## config.mk

```make
export PLATFORM = sky130hd
export DESIGN_NAME = shift_iter
export DESIGN_NICKNAME = d
export VERILOG_FILES = /design/src/rtl/shift_iter.sv
export SDC_FILE = /design/constraint.sdc
export NUM_CORES = 1
export LEC_CHECK = 0
export CAP_MARGIN = 40
export CELL_PAD_IN_SITES_DETAIL_PLACEMENT = 0
export CELL_PAD_IN_SITES_GLOBAL_PLACEMENT = 2
export CORE_MARGIN = 3
export CORE_UTILIZATION = 27
export CTS_CLUSTER_DIAMETER = 80
export DETAILED_ROUTE_END_ITERATION = 16
export GPL_TIMING_DRIVEN = 0
export HOLD_SLACK_MARGIN = 0.06
export PLACE_DENSITY = 0.77
export SYNTH_ARGS = -nofsm -noshare
export SYNTH_HDL_FRONTEND = slang
export SYNTH_SLANG_ARGS = --single-unit
```

## constraint.sdc

```tcl
create_clock -name clk_i -period 2.1 [get_ports clk_i]
set_input_delay 0.315 -clock clk_i [delete_from_list [all_inputs] [get_ports clk_i]]
set_output_delay 0.315 -clock clk_i [all_outputs]
set_load 0.02 [all_outputs]
```

## src/rtl/shift_iter.sv

```systemverilog
// shift_iter: multi-cycle SLL/SRL/SRA unit that moves up to STEP bit positions per busy cycle.
// Optional macro SHIFT_ITER_ROT_EN adds Zbb ROL/ROR (funct7 = 0110000).
module shift_iter #(
    parameter int XLEN = 32,
    parameter int STEP = 8
) (
    input  logic            clk_i,
    input  logic            rst_n_i,
    input  logic            flush_i,
    input  logic            in_valid_i,
    output logic            in_ready_o,
    input  logic [2:0]      funct3_i,
    input  logic [6:0]      funct7_i,
    input  logic [XLEN-1:0] op1_i,
    input  logic [XLEN-1:0] op2_i,
    output logic            out_valid_o,
    input  logic            out_ready_i,
    output logic [XLEN-1:0] res_o,
    output logic            err_o
);
    localparam int SHW = $clog2(XLEN);
    localparam logic [SHW:0] STEP_W = (SHW+1)'(STEP);

    typedef enum logic [1:0] {S_IDLE, S_BUSY, S_DONE} state_e;
    typedef enum logic [2:0] {OP_SLL, OP_SRL, OP_SRA, OP_ROL, OP_ROR, OP_ILL} op_e;

    state_e            state_q, state_d;
    op_e               op_q, op_d, dec_op;
    logic [XLEN-1:0]   data_q, data_d;
    logic [SHW-1:0]    rem_q, rem_d;
    logic              sign_q, sign_d;
    logic              err_q, err_d;

    logic [SHW-1:0]    shamt;
    logic [SHW-1:0]    k;
    logic [XLEN-1:0]   shifted;
    logic [2*XLEN-1:0] wide;
    logic [2*XLEN-1:0] wide_sh;
    logic              accept;
    logic              unused_op2;

    assign shamt       = op2_i[SHW-1:0];
    assign unused_op2  = ^op2_i[XLEN-1:SHW];
    assign in_ready_o  = (state_q == S_IDLE) || ((state_q == S_DONE) && out_ready_i);
    assign out_valid_o = (state_q == S_DONE);
    assign res_o       = data_q;
    assign err_o       = err_q;

    always_comb begin
        dec_op = OP_ILL;
        if (funct3_i == 3'b001 && funct7_i == 7'b0000000) begin
            dec_op = OP_SLL;
        end else if (funct3_i == 3'b101 && funct7_i == 7'b0000000) begin
            dec_op = OP_SRL;
        end else if (funct3_i == 3'b101 && funct7_i == 7'b0100000) begin
            dec_op = OP_SRA;
`ifdef SHIFT_ITER_ROT_EN
        end else if (funct3_i == 3'b001 && funct7_i == 7'b0110000) begin
            dec_op = OP_ROL;
        end else if (funct3_i == 3'b101 && funct7_i == 7'b0110000) begin
            dec_op = OP_ROR;
`endif
        end
    end

    // One iteration step: k = min(remaining, STEP), applied with the op's fill rule.
    always_comb begin
        if ({1'b0, rem_q} > STEP_W) begin
            k = STEP_W[SHW-1:0];
        end else begin
            k = rem_q;
        end
        wide    = {data_q, data_q};
        wide_sh = '0;
        shifted = data_q;
        case (op_q)
            OP_SLL: shifted = data_q << k;
            OP_SRL: shifted = data_q >> k;
            OP_SRA: begin
                wide_sh = {{XLEN{sign_q}}, data_q} >> k;
                shifted = wide_sh[XLEN-1:0];
            end
            OP_ROL: begin
                wide_sh = wide << k;
                shifted = wide_sh[2*XLEN-1:XLEN];
            end
            OP_ROR: begin
                wide_sh = wide >> k;
                shifted = wide_sh[XLEN-1:0];
            end
            default: shifted = data_q;
        endcase
    end

    always_comb begin
        state_d = state_q;
        op_d    = op_q;
        data_d  = data_q;
        rem_d   = rem_q;
        sign_d  = sign_q;
        err_d   = err_q;
        accept  = in_valid_i && in_ready_o && !flush_i;
        if (flush_i) begin
            state_d = S_IDLE;
            err_d   = 1'b0;
            rem_d   = '0;
        end else begin
            case (state_q)
                S_BUSY: begin
                    data_d = shifted;
                    rem_d  = rem_q - k;
                    if (rem_q == k) begin
                        state_d = S_DONE;
                    end
                end
                S_DONE: begin
                    if (out_ready_i) begin
                        state_d = S_IDLE;
                    end
                end
                default: begin
                end
            endcase
            // A new request overrides the DONE->IDLE return, giving back-to-back issue.
            if (accept) begin
                op_d   = dec_op;
                sign_d = op1_i[XLEN-1];
                if (dec_op == OP_ILL) begin
                    data_d  = '0;
                    rem_d   = '0;
                    err_d   = 1'b1;
                    state_d = S_DONE;
                end else begin
                    data_d  = op1_i;
                    rem_d   = shamt;
                    err_d   = 1'b0;
                    state_d = (shamt == '0) ? S_DONE : S_BUSY;
                end
            end
        end
    end

    always_ff @(posedge clk_i or negedge rst_n_i) begin
        if (!rst_n_i) begin
            state_q <= S_IDLE;
            op_q    <= OP_SLL;
            data_q  <= '0;
            rem_q   <= '0;
            sign_q  <= 1'b0;
            err_q   <= 1'b0;
        end else begin
            state_q <= state_d;
            op_q    <= op_d;
            data_q  <= data_d;
            rem_q   <= rem_d;
            sign_q  <= sign_d;
            err_q   <= err_d;
        end
    end
endmodule

```

# == Word level (Yosys, flattened, before mapping) ==
# Cells that the tools add are included.
# classes
addsub,1
multipliers,0
div_mod_pow,0
magnitude_cmp,1
n_eq_ne,13
shift,5
muxes,22
bitwise,1
n_reduce_logical,20
# ops
op,count
case mux 32 bit (5 select lines),1
>> shifter 64 x 5 -> 32 bit,2
two-way mux 32 bit,3
left shift 64 x 5 -> 64 bit,1
left shift 32 x 5 -> 32 bit,1
>> shifter 32 x 5 -> 32 bit,1
two-way mux 5 bit,5
two-way mux 2 bit,6
equality test 3 bit (second input constant),3
two-way mux 3 bit,3
equality test 7 x 6 -> 1 bit (second input constant),1
logical NOT 7 bit,1
equality test 3 x 1 -> 1 bit (second input constant),2
equality test 3 x 2 -> 1 bit (second input constant),2
logical AND 1 bit,6
AND reduction 3 bit,2
nonzero test 6 bit,1
equality test 5 bit,1
greater-than comparator 5 x 4 -> 1 bit (second input constant),1
logical NOT 5 bit,1
subtractor 5 bit,1
inequality test 4 x 2 -> 1 bit (second input constant),1
inequality test 4 bit (second input constant),1
case mux 2 bit (2 select lines),1
12 further kinds,15
# word_totals
regBits,44
latchBits,0
mem_bits_rw,0
rom_bits,0
inputBits,79
output_inout_bits,35
word_cells,69
mem_count,0

# == Depth between registers and ports, before layout ==
# logic_depth
word_depth,9
depth_mapped,10
depth_no_buf,8

# == Worst setup path after synthesis ==
# No wires, ideal clock.
# synth_path
path_type,register -> register
from,register rem_q[4]
to,register data_q[4] (netlist: res_o[4])
setup_time_ps,124
t_arrival_ps,1965
required_ps,1976
slack_ps,11
stages_incl_launch_ff,11
path_buffers,4
period_less_slack_ps,2089
cell_sequence,dfrtp_1 > buf_6 > or3b_1 > buf_2 > buf_6 > buf_2 > nor2_1 > a21oi_1 > o2111ai_1 > nand4_1 > o31a_1
# synth_via
elab_chain_cells,6
elab_cells_between_ends,10
cone_classes,order compare (1); shift (5); mux (4)
# synth_lines
element,line_no,source
"start, declared",30,"logic [SHW-1:0] rem_q, rem_d;"
"start signal, assigned",155,rem_q <= rem_d;
greater-than comparator 5 x 4 -> 1 bit,68,"if ({1'b0, rem_q} > STEP_W) begin"
two-way mux 5 bit *,68,
">> shifter 64 x 5 -> 32 bit, or another cell as far along",88,wide_sh = wide >> k;
case mux 32 bit (5 select lines) *,76,case (op_q)
two-way mux 32 bit *,108,case (state_q)
two-way mux 32 bit *,125,if (accept) begin
"end signal, assigned",154,data_q <= data_d;
"end, declared",29,"logic [XLEN-1:0] data_q, data_d;"
# Every way passes the cells marked *; elsewhere a longest branch is shown, timed or not. The select of a mux whose other input is x is not followed.
# A chain may end at the register's enable or synchronous reset.

# == Worst setup path in the final report ==
# layout_path
from,register rem_q[1]
to,register data_q[2] (netlist: res_o[2])
# The elaborated chain is that of the path after synthesis.

==> key figures <==
Layout
  • Filler Cell Count: about 2100
  • FF+latch area: 1110 sq um
  • Fin nets: roughly 1100
  • Post-Layout Inst Area: 9690 sq um
  • Area added between synthesis and finish: 62.3%
  • Diodes inserted: 0
  • Share of cells above drive strength 1: 39.0%
  • Fin cells: around 1300
  • Area of the multi-input gates: 5540 sq um

Worst setup path
  • Most prevalent standard cell on the critical path: buf_6
  • WP depth: 8
  • Slowest-stage cell, CP: or4_4
  • Worst Path Buf+Inv: 2
  • Critical path class: register to register
  • Critical Path RT: 2.29 ns
  • Critical R2R Launch: rem_q[1]
  • Worst R2R Setup Slack: -0.25 ns
  • R2R depth: 8
  • CP startpoint kind: register
  • CP max FO: 10
  • Crit-path cells: buf_6 > nor3b_4 > buf_6 > a21oi_2 > a22oi_2 > nor2_1 > or4_4 > a311oi_4
  • CP max stage delay: 0.53 ns
  • Setup crit start: rem_q[1]
  • Setup crit end: res_o[2]
  • CP endpoint kind: register
  • R2r endpoint: res_o[2]
  • Arr. time, crit path: 2.54 ns
  • CP delay by family, top: simple AND/OR/NAND/NOR gates

Floorplanning
  • Chip width: 155 um
  • Die ar.: around 24000 sq um
  • I/O pin cnt: 114
  • Std-Cell Rows: 53
  • Initial Utilization: 28.0%
  • Die extent in y: 155 um
  • Placeable Area: roughly 21000 sq um

Timing
  • RSZ-0062 raised after global routing: true
  • Final-report hold violation count: 0
  • Worst rel slew slack: 47.7%
  • Fin worst setup slack: -0.250 ns
  • Final setup TNS: -4.14 ns
  • Fin crit period: 2.35 ns
  • Slew of the pin with the lowest slew margin: around 0.78 ns
  • Count of final setup violators: 32
  • Fin crit share: 112%
  • Fmax: 0.426 GHz
  • Max Slew Vio Count: 0
  • Final Skew: 0.00917 ns

Drt
  • Starting DRT DRC Count: 1479
  • Router iterations before antenna repair: 12
  • WL final: 45100 um
  • Drt via density: 7.00
  • DRC errors left: 0
  • Vias: 9032
  • Routed length per instance: 34.9 um
  • Remaining antenna violation count: 0

Pwr
  • Internal: 2420 uW
  • Leak: 0.00360 uW
  • Power Dens Cells: 455 nW/um^2
  • Switch share: 45.2%
  • Seq pwr share: between 20% and 30%
  • Clock group share of total power: a little over a fifth
  • NetSw: around 2000 uW
  • Maximum vdd drop: around 270 uV
  • Gate power share: 51.5%

Clock tree
  • H-tree depth: 2
  • Skew-Pair Late Insertion Delay: 0.31 ns
  • Reg clk slew, reported paths: approximately 0.07 ns
  • Root buffer cell: clkbuf_16
  • Inserted Clock Buffers: 5
  • Clk sinks: 44
  • CTS tree: yes
  • Clock Path Buffers: 2

Synthesis
  • Synth async-reset ratio: 100%
  • Post-Synthesis Cell Area: 5970 sq um
  • Yosys cell types: 80
  • Post-synth EDFFs: 0
  • Cell count after synthesis: 862
  • Main area contributors after synthesis: dfrtp_1 18%, a21oi_1 7.7%, nand2_1 6.2%, nor2_1 5.1%, o21ai_0 4.3%
  • Synthesized area per cell: 6.93 sq um
  • Flops & latches, synth: between 40 and 50
  • Most frequent cell after synthesis: nand2_1
  • Synth Warn #: 0
  • Most frequent cells after synthesis: 98 x nand2_1, 92 x a21oi_1, 81 x nor2_1, 56 x clkbuf_1, 51 x o21ai_0
  • Post-synth top area share: 18.4%
  • Register area share after synthesis: between 10% and 20%
  • Syn_nets: 943
  • Most used DFF post-synth: dfrtp_1
  • Post-synth top area cell: dfrtp_1

Place
  • Final GP Congestion: 1.01
  • IO buf count: 86
  • Dpl cells: 1226
  • Placed Area: 7210 sq um
  • DP HPWL: around 32000 um

Global route
  • Largest net degree at the start of global routing: 26
  • Total GRT Usage: between 30% and 40%
  • Initial antenna violation count: 1
  • GRT overflow: 0
  • First-pass GRT wire length: approximately 62000 um
  • Vias in the first global route: 8429

Min path
  • Hold Startpoint: sign_q
  • Hold depth: 2
  • HP Class: register to register

Outcome
  • Outcome: finished with violations
  • Failing checks: negative setup slack

Flow run
  • Max-capacitance violation count: 0
[per-layer routing]
metal | GRT usage (%) | up-vias | wire length, um
met5 | 0 | - | 0
met4 | 12.8 | 0 | 2620
met3 | 11.8 | 226 | 6500
met2 | 52.9 | 852 | 18700
met1 | 48.1 | 4361 | 17300
li1 | - | 3593 | -
[repair_timing]
| action | in CTS | in global routing |
|---|---|---|
| pin swaps | 59 | 57 |
| gates resized for setup | 307 | 158 |
| endpoints found under the hold margin | 19 | 0 |
| setup buffers | 35 | 32 |
| hold buffers | 1 | 0 |
| gates cloned | 3 | 2 |
| setup endpoints to repair | 44 | 40 |
[area by class of cell]
| type | count | share of cell area, % |
|---|---|---|
| Multi-Input combinational cell | 697 | 57.2 |
| Timing Repair Buffer | 160 | 16.4 |
| Sequential cell | 44 | 11.4 |
| Buffer | 101 | 9.50 |
| Tap cell | 275 | 3.55 |
| Clock buffer | 6 | 1.33 |
| Clock inverter | 2 | 0.361 |
| Inverter | 6 | 0.245 |
[worst min-delay path, stage by stage, from the launching register on]
cell and delay [ns]:
dfrtp_1 0.38, nand2_1 0.06, nand2_1 0.06
[stage by stage]
step	setup WS [ns]	utilization, %	hold WS (ns)	power [uW]
floorplan	0.0110	-	0.0194	1980
global placement	-1.41	33.6	0.523	2950
detailed placement	-1.22	33.8	0.346	2910
CTS	-0.251	41.5	0.531	4090
global route	-0.251	45.4	0.590	4490
finish	-0.250	45.4	0.532	4410
[kinds of logic after synthesis]
group	Yosys count	synth area share, %
AO/OA/AOI/OAI	367	42.6
AND/OR/NAND/NOR	297	24.2
multiplexers	27	4.73
other	2	0.126
flip-flops	44	18.4
buffers and inverters	121	9.20
adder cells (fa/ha/maj)	2	0.419
XOR/XNOR	2	0.293
[power by group through the flow]
stage | clock (uW) | sequential, uW | combinational [uW]
floorplan | 0 | 1140 | 836
global placement | 0 | 1080 | 1870
detailed placement | 0 | 1080 | 1830
CTS | 966 | 1110 | 2020
global route | 996 | 1180 | 2320
finish | 959 | 1180 | 2270
[how the worst min path moves through the flow]
stage / to / slack [ns]
global route: sign_q / 0.59
CTS: sign_q / 0.53
detailed placement: res_o[18] / 0.35
finish: sign_q / 0.53
global placement: sign_q / 0.52
floorplan: err_o / 0.02
[state kept, by name (all words and copies together), names as in the netlist]
register / cells
res_o: 32
sign_q: 1
rem_q: 5
err_o: 1
state_q: 2
op_q: 3
[cell usage in the layout, fill, tap and decap left out, types with 8 or more instances in the layout]
cell type | synthesis | layout
buf_12 | 0 | 10
dfrtp_1 | 44 | 37
o22ai_2 | 0 | 8
clkbuf_1 | 56 | 10
a21oi_1 | 92 | 75
o221ai_2 | 0 | 9
buf_2 | 45 | 10
a31oi_1 | 14 | 11
mux2i_1 | 17 | 13
a22oi_2 | 0 | 10
o21ai_1 | 1 | 15
nor3_1 | 21 | 11
nor3_2 | 2 | 8
a211oi_2 | 0 | 12
nand3_1 | 13 | 10
o22ai_1 | 22 | 11
clkdlybuf4s50_1 | 0 | 85
o21ai_0 | 51 | 31
nand2_1 | 98 | 85
buf_6 | 3 | 30
mux2_2 | 10 | 8
or3_1 | 13 | 11
buf_8 | 0 | 11
a21oi_2 | 0 | 12
nor2_2 | 1 | 8
clkbuf_2 | 1 | 18
buf_4 | 4 | 66
nand2b_1 | 19 | 17
nor2_1 | 81 | 67
clkbuf_4 | 0 | 11
nor2b_1 | 10 | 8
(Power assumes the default switching activity.)
